### src/rtl/gpio_vector_seq.sv
// gpio_vector_seq: pattern sequencer for the 32-bit GPIO vector.
// Plays up to DEPTH stored words onto seq_out at a programmable step period,
// with an iomem/Wishbone-style register page for control and pattern storage.
// Optional feature macro: GPIO_SEQ_CAPTURE_EN builds the per-step input capture
// registers; without it CAPTURE reads return 0 and gpio_vector_in is unused.
module gpio_vector_seq #(
    parameter logic [31:0] BASE_ADR  = 32'h2100_0100,
    parameter int          DEPTH     = 8,
    parameter int          DIV_WIDTH = 16
) (
    input  logic        clk,
    input  logic        resetn,
    input  logic [31:0] iomem_addr,
    input  logic        iomem_valid,
    input  logic        iomem_wstrb,
    input  logic [31:0] iomem_wdata,
    output logic [31:0] iomem_rdata,
    output logic        iomem_ready,
    input  logic [31:0] gpio_vector_in,
    output logic [31:0] seq_out,
    output logic        seq_active,
    output logic        seq_irq
);

    localparam int         IDX_W   = $clog2(DEPTH);
    localparam logic [4:0] DEPTH_W = 5'(DEPTH);

    typedef enum logic {
        ST_IDLE = 1'b0,
        ST_RUN  = 1'b1
    } state_e;

    state_e               state_q, state_d;
    logic [IDX_W-1:0]     idx_q, idx_d;
    logic [IDX_W-1:0]     len_q, len_d;
    logic [IDX_W-1:0]     idx_inc;
    logic [DIV_WIDTH-1:0] cnt_q, cnt_d;
    logic [DIV_WIDTH-1:0] div_q, div_d;
    logic                 loop_q, loop_d;
    logic                 irq_en_q, irq_en_d;
    logic                 done_q, done_d;
    logic [31:0]          seq_out_q, seq_out_d;
    logic                 ready_q;
    logic [31:0]          rdata_q, rdata_d;
    logic [31:0]          pattern_q [DEPTH];
    logic [31:0]          cap_rd;
    logic                 cap_we;
    logic                 unused_bits;

    logic                 page_hit;
    logic                 access;
    logic                 bus_wr;
    logic                 bus_rd;
    logic [5:0]           word_off;
    logic [IDX_W-1:0]     word_idx;
    logic                 word_in_range;
    logic                 sel_ctrl, sel_div, sel_len, sel_step, sel_pat, sel_cap;
    logic                 start_cmd, stop_cmd;
    logic                 busy;

    // A request is only taken when the previous acknowledge has finished,
    // which enforces the one-access-per-two-cycles bus rhythm.
    assign page_hit      = (iomem_addr[31:8] == BASE_ADR[31:8]);
    assign access        = iomem_valid && page_hit && !ready_q;
    assign bus_wr        = access && iomem_wstrb;
    assign bus_rd        = access && !iomem_wstrb;
    assign word_off      = iomem_addr[7:2];
    assign word_idx      = iomem_addr[2 +: IDX_W];
    assign word_in_range = ({1'b0, word_off[3:0]} < DEPTH_W);

    assign sel_ctrl = (word_off == 6'h00);
    assign sel_div  = (word_off == 6'h01);
    assign sel_len  = (word_off == 6'h02);
    assign sel_step = (word_off == 6'h03);
    assign sel_pat  = (word_off[5:4] == 2'b01) && word_in_range;
    assign sel_cap  = (word_off[5:4] == 2'b10) && word_in_range;

    // STOP has priority over START when both bits arrive in one write.
    assign start_cmd = bus_wr && sel_ctrl && iomem_wdata[0] && !iomem_wdata[1];
    assign stop_cmd  = bus_wr && sel_ctrl && iomem_wdata[1];
    assign busy      = (state_q == ST_RUN);
    assign idx_inc   = idx_q + IDX_W'(1);

    // Next-state logic for the sequencer and its control registers.
    always_comb begin
        state_d   = state_q;
        idx_d     = idx_q;
        cnt_d     = cnt_q;
        seq_out_d = seq_out_q;
        div_d     = div_q;
        len_d     = len_q;
        loop_d    = loop_q;
        irq_en_d  = irq_en_q;
        done_d    = done_q;
        cap_we    = 1'b0;

        if (bus_wr && sel_ctrl) begin
            loop_d   = iomem_wdata[2];
            irq_en_d = iomem_wdata[3];
            if (iomem_wdata[5]) begin
                done_d = 1'b0;
            end
        end
        if (bus_wr && sel_div && !busy) begin
            div_d = iomem_wdata[DIV_WIDTH-1:0];
        end
        if (bus_wr && sel_len && !busy) begin
            len_d = iomem_wdata[IDX_W-1:0];
        end

        unique case (state_q)
            ST_IDLE: begin
                if (start_cmd) begin
                    state_d   = ST_RUN;
                    idx_d     = '0;
                    seq_out_d = pattern_q[0];
                    cnt_d     = div_q;
                    done_d    = 1'b0;
                end
            end
            ST_RUN: begin
                if (stop_cmd) begin
                    state_d = ST_IDLE;
                end else if (start_cmd) begin
                    idx_d     = '0;
                    seq_out_d = pattern_q[0];
                    cnt_d     = div_q;
                    done_d    = 1'b0;
                end else if (cnt_q != '0) begin
                    cnt_d = cnt_q - DIV_WIDTH'(1);
                end else begin
                    cap_we = 1'b1;
                    if (idx_q < len_q) begin
                        idx_d     = idx_inc;
                        seq_out_d = pattern_q[idx_inc];
                        cnt_d     = div_q;
                    end else if (loop_q) begin
                        idx_d     = '0;
                        seq_out_d = pattern_q[0];
                        cnt_d     = div_q;
                    end else begin
                        state_d = ST_IDLE;
                        done_d  = 1'b1;
                    end
                end
            end
            default: begin
                state_d = ST_IDLE;
            end
        endcase
    end

    // Read data mux; data is presented together with the acknowledge.
    always_comb begin
        rdata_d = '0;
        if (bus_rd) begin
            if (sel_ctrl) begin
                rdata_d = {26'b0, done_q, busy, irq_en_q, loop_q, 2'b00};
            end else if (sel_div) begin
                rdata_d = 32'(div_q);
            end else if (sel_len) begin
                rdata_d = 32'(len_q);
            end else if (sel_step) begin
                rdata_d = 32'(idx_q);
            end else if (sel_pat) begin
                rdata_d = pattern_q[word_idx];
            end else if (sel_cap) begin
                rdata_d = cap_rd;
            end
        end
    end

    // Sequencer, control and bus-handshake registers.
    always_ff @(posedge clk or negedge resetn) begin
        if (!resetn) begin
            state_q   <= ST_IDLE;
            idx_q     <= '0;
            cnt_q     <= '0;
            seq_out_q <= '0;
            div_q     <= '0;
            len_q     <= '0;
            loop_q    <= 1'b0;
            irq_en_q  <= 1'b0;
            done_q    <= 1'b0;
            ready_q   <= 1'b0;
            rdata_q   <= '0;
        end else begin
            state_q   <= state_d;
            idx_q     <= idx_d;
            cnt_q     <= cnt_d;
            seq_out_q <= seq_out_d;
            div_q     <= div_d;
            len_q     <= len_d;
            loop_q    <= loop_d;
            irq_en_q  <= irq_en_d;
            done_q    <= done_d;
            ready_q   <= access;
            rdata_q   <= rdata_d;
        end
    end

    // Pattern storage; writes are accepted even while running and are picked
    // up the next time that entry is loaded onto the vector.
    always_ff @(posedge clk or negedge resetn) begin
        if (!resetn) begin
            for (int i = 0; i < DEPTH; i++) begin
                pattern_q[i] <= '0;
            end
        end else if (bus_wr && sel_pat) begin
            pattern_q[word_idx] <= iomem_wdata;
        end
    end

`ifdef GPIO_SEQ_CAPTURE_EN
    logic [31:0] capture_q [DEPTH];

    // Sample the pad vector into the slot of the step that is ending.
    always_ff @(posedge clk or negedge resetn) begin
        if (!resetn) begin
            for (int i = 0; i < DEPTH; i++) begin
                capture_q[i] <= '0;
            end
        end else if (cap_we) begin
            capture_q[idx_q] <= gpio_vector_in;
        end
    end

    assign cap_rd      = capture_q[word_idx];
    assign unused_bits = ^iomem_addr[1:0];
`else
    assign cap_rd      = '0;
    assign unused_bits = ^{iomem_addr[1:0], gpio_vector_in, cap_we};
`endif

    assign iomem_ready = ready_q;
    assign iomem_rdata = rdata_q;
    assign seq_out     = seq_out_q;
    assign seq_active  = (state_q == ST_RUN);
    assign seq_irq     = done_q & irq_en_q;

endmodule

### config.mk
export PLATFORM = sky130hd
export DESIGN_NAME = gpio_vector_seq
export DESIGN_NICKNAME = d
export VERILOG_FILES = /design/src/rtl/gpio_vector_seq.sv
export SDC_FILE = /design/constraint.sdc
export NUM_CORES = 1
export LEC_CHECK = 0
export ABC_AREA = 1
export CORE_MARGIN = 10
export CORE_UTILIZATION = 45
export CTS_BUF_LIST = sky130_fd_sc_hd__clkbuf_16
export CTS_CLUSTER_DIAMETER = 40
export DETAILED_ROUTE_END_ITERATION = 10
export HOLD_SLACK_MARGIN = 0.03
export MAX_ROUTING_LAYER = met4
export PLACE_DENSITY = 0.67
export SYNTH_ARGS = -nofsm -noshare
export SYNTH_HDL_FRONTEND = slang
export SYNTH_SLANG_ARGS = --single-unit
### constraint.sdc
create_clock -name clk -period 1.7 [get_ports clk]
set_input_delay 0.17 -clock clk [delete_from_list [all_inputs] [get_ports clk]]
set_output_delay 0.17 -clock clk [all_outputs]
set_load 0.05 [all_outputs]
==> flow_summary.json <==
{
  "outcome": "finished with violations",
  "violations": "setup timing",
  "finalNetCount": 2863,
  "wl_met2_um": 36250,
  "grtUsageTotal_pct": 28.46,
  "synth-seq-cells": 363,
  "wl_per_cell_um": 23.35,
  "critPathCaptureType": "register",
  "dieHeight_um": 224.8,
  "cts_tree": "built",
  "cts_buffers": 53,
  "grt_pass1_vias": 19090,
  "critPathRequiredTime_ns": 2.20,
  "slowest_stage": "dfrtp_2",
  "drt_iter0_markers": 3037,
  "die_x_um": 224.8,
  "timing.rr.start": "idx_q[1]",
  "fin_crit_sh_pct": 118.3,
  "cp_top_family": "simple AND/OR/NAND/NOR gates",
  "synth_edf_count": 0,
  "ys_warn_count": 0,
  "syn_nets": 2536,
  "max_freq_mhz": 497.4,
  "syn_inst": 2431,
  "critical_path_arrival_ns": 2.51,
  "cts.sinks": 363,
  "grt_max_degree": 70,
  "reg2reg_depth": 12,
  "ys_seq_area_share_pct": 48.12,
  "max_cap_violations": 0,
  "drcViolationCount": 0,
  "clk_latency_ns": 0.63,
  "path_buf_inv": 3,
  "vias_per_cell": 6.076,
  "multi_input_area_um2": 9997,
  "final-seq-area_um2": 9091,
  "rows": 74,
  "finClkSkew_ns": 0.02816,
  "syn_area_per_cell_um2": 7.765,
  "syn-cell-area_um2": 18880,
  "yosysUniqueCellTypes": 44,
  "numPortBuffers": 132,
  "routed_wl_um": 77860,
  "pre_cts_ws_ns": -0.5144,
  "hold_path_class": "input pin to async pin",
  "syn_to_final_growth_pct": 44.54,
  "synthArstFlopShare_pct": 100.0,
  "tightest_slew_ns": 0.9619,
  "fin_crit_ns": 2.010,
  "grt_pass1_wl_um": 109800,
  "rsz0062_at_grt": "true",
  "gr-total-overflow": 0,
  "route.met3.wl_um": 8596,
  "cts_buffer_depth": 3,
  "worstSetupPathType": "register to register",
  "initial_core_util_pct": 45.92,
  "cts_root_buf": "clkbuf_16",
  "highest_layer": "met4",
  "powerDensity_nw_per_um2": 780.4,
  "synth-main-ff-cell": "dfrtp_1",
  "dpl.hpwl_um": 44200,
  "worstPathMaxFanout": 12,
  "max-vdd-ir-drop_uv": 746.5,
  "wl_met1_um": 28900,
  "cp_slowest_stage_delay_ns": 0.47,
  "setup_ws_ns": -0.3103,
  "fillCellCount": 3140,
  "ctsHtreeMaxLevel": 2,
  "firstDrtPassIters": 7,
  "final.setup.tns_ns": -57.57,
  "hold_slack_ns": 0.2201,
  "hold_violations": 0,
  "power_w": 0.02129,
  "crit_chain": "ha_4 > a21oi_2 > o21ai_2 > buf_6 > nand2_2 > nand2_2 > nand3_2 > nand2_4 > inv_8 > buf_12 > nand2_1 > nand2_1",
  "place.gp.congestion": 0.9400,
  "antennaDiodeCount": 0,
  "r2r-end": "seq_out[24]",
  "ant_nets": 0,
  "io-pin-count": 167,
  "antenna_found_initial": 0,
  "start_kind": "register",
  "vias": 20260,
  "drive_gt1_share_pct": 29.59,
  "core-area_um2": 41110,
  "p_leak_nw": 12.67,
  "clk_pin_slew_ns": 0.06,
  "die_area_um2": 50540,
  "slew_violations": 0,
  "maxSlewHeadroom_pct": 35.66,
  "r2r_slack_ns": -0.31,
  "setup_viol": 318
}
[worst max-delay path by stage]
stage | from | endpoint | slack (ns) | cells past startpoint
after floorplan | iomem_ready | pattern_q[195] | -0.07 | 11
after global placement | iomem_addr[2] | iomem_rdata[0] | -0.49 | 12
after detailed placement | iomem_addr[2] | iomem_rdata[0] | -0.51 | 13
after CTS | idx_q[1] | seq_out[28] | -0.26 | 12
after global routing | idx_q[1] | seq_out[24] | -0.38 | 12
final | idx_q[1] | seq_out[24] | -0.31 | 12
[sequential cells by signal, indices dropped and copies added (netlist names)]
register,flops
pattern_q,256
iomem_rdata,32
seq_out,32
cnt_q,16
div_q,16
idx_q,3
len_q,3
done_q,1
iomem_ready,1
irq_en_q,1
loop_q,1
seq_active,1
[tightest hold or removal path: cells and delay by family]
family	cells	cell delay [ns]
buf+inv	3	1.01
[cell type report]
class,count,share of cell area (%)
Timing Repair Buffer,424,18.67
Tap cell,532,2.440
Inverter,138,1.981
Clock inverter,46,2.082
Sequential cell,363,33.32
Multi-Input combinational cell,1778,36.64
Clock buffer,53,4.861
[cells by family after synthesis]
logic type / count (synthesis) / synth area share [%]
flops: 363 / 48.12
fa+ha+maj: 5 / 0.3314
simple gates: 1298 / 29.42
xor+xnor: 11 / 0.5104
compound gates: 457 / 13.48
buf+inv: 297 / 8.140
[per-stage QoR]
step                utilization, %  cell area (um2)  cells
floorplan                        -            18990   2431
global placement             53.96            22180   3164
detailed placement           53.96            22180   3164
CTS                          61.60            25320   3303
global route                 66.37            27280   3334
finish                       66.37            27280   3334
[placed cells by master, fill, tap and decap left out, types with 20 or more instances in the layout]
master           instances
buf_12                  65
inv_1                  128
nand2_1                731
o21ai_0                 62
a21oi_1                 44
o21ai_2                 98
nand2_4                 89
o21ai_1                164
buf_6                   22
nor2_1                  57
dfrtp_1                359
nand2_2                106
buf_16                  20
a221oi_1                23
nand3_2                 27
clkdlybuf4s50_1         64
nand4_1                 71
clkbuf_16               75
nand3_1                185
buf_4                  219
[power breakdown]
group | internal, W | switching [W] | total [W]
sequential | 0.00864 | 0.000000000110 | 0.00864
combinational | 0.000301 | 0.000602 | 0.000903
clock | 0.00709 | 0.00465 | 0.0117
[cell usage after synthesis, types with 5 or more instances]
| cell | count | area share (%) |
|---|---|---|
| ha_1 | 5 | 0.33 |
| xnor2_1 | 7 | 0.32 |
| nand2_1 | 923 | 18 |
| o21ai_1 | 102 | 2.7 |
| o2111ai_1 | 8 | 0.37 |
| buf_1 | 11 | 0.22 |
| buf_6 | 47 | 2.8 |
| a22oi_1 | 14 | 0.56 |
| a21oi_1 | 47 | 1.2 |
| o21ai_0 | 223 | 5.9 |
| a22o_1 | 8 | 0.37 |
| nor2_1 | 60 | 1.2 |
| nand4_1 | 71 | 2.4 |
| o211ai_1 | 13 | 0.52 |
| a41oi_1 | 5 | 0.23 |
| dfrtp_1 | 363 | 48 |
| a211oi_1 | 5 | 0.20 |
| inv_1 | 131 | 2.6 |
| a31oi_1 | 7 | 0.23 |
| nand2_8 | 7 | 0.74 |
| clkbuf_1 | 66 | 1.3 |
| nand3_1 | 215 | 5.7 |
| buf_2 | 30 | 0.80 |
| a221oi_1 | 23 | 1.1 |
[per-layer routing]
layer	vias up	GRT usage, %
met3	345	5.791
li1	8770	-
met5	-	-
met4	0	11.38
met2	1472	45.42
met1	9670	34.89
[repair_timing]
item / 4_1_cts / 5_1_grt
setup buffers: 16 / 8
setup endpoints to repair: 333 / 360
hold buffers: 3 / 0
cloned: 21 / 30
endpoints found under the hold margin: 363 / 0
gates resized for setup: 169 / 393
pin swaps: 28 / 40
(Power assumes the default switching activity.)
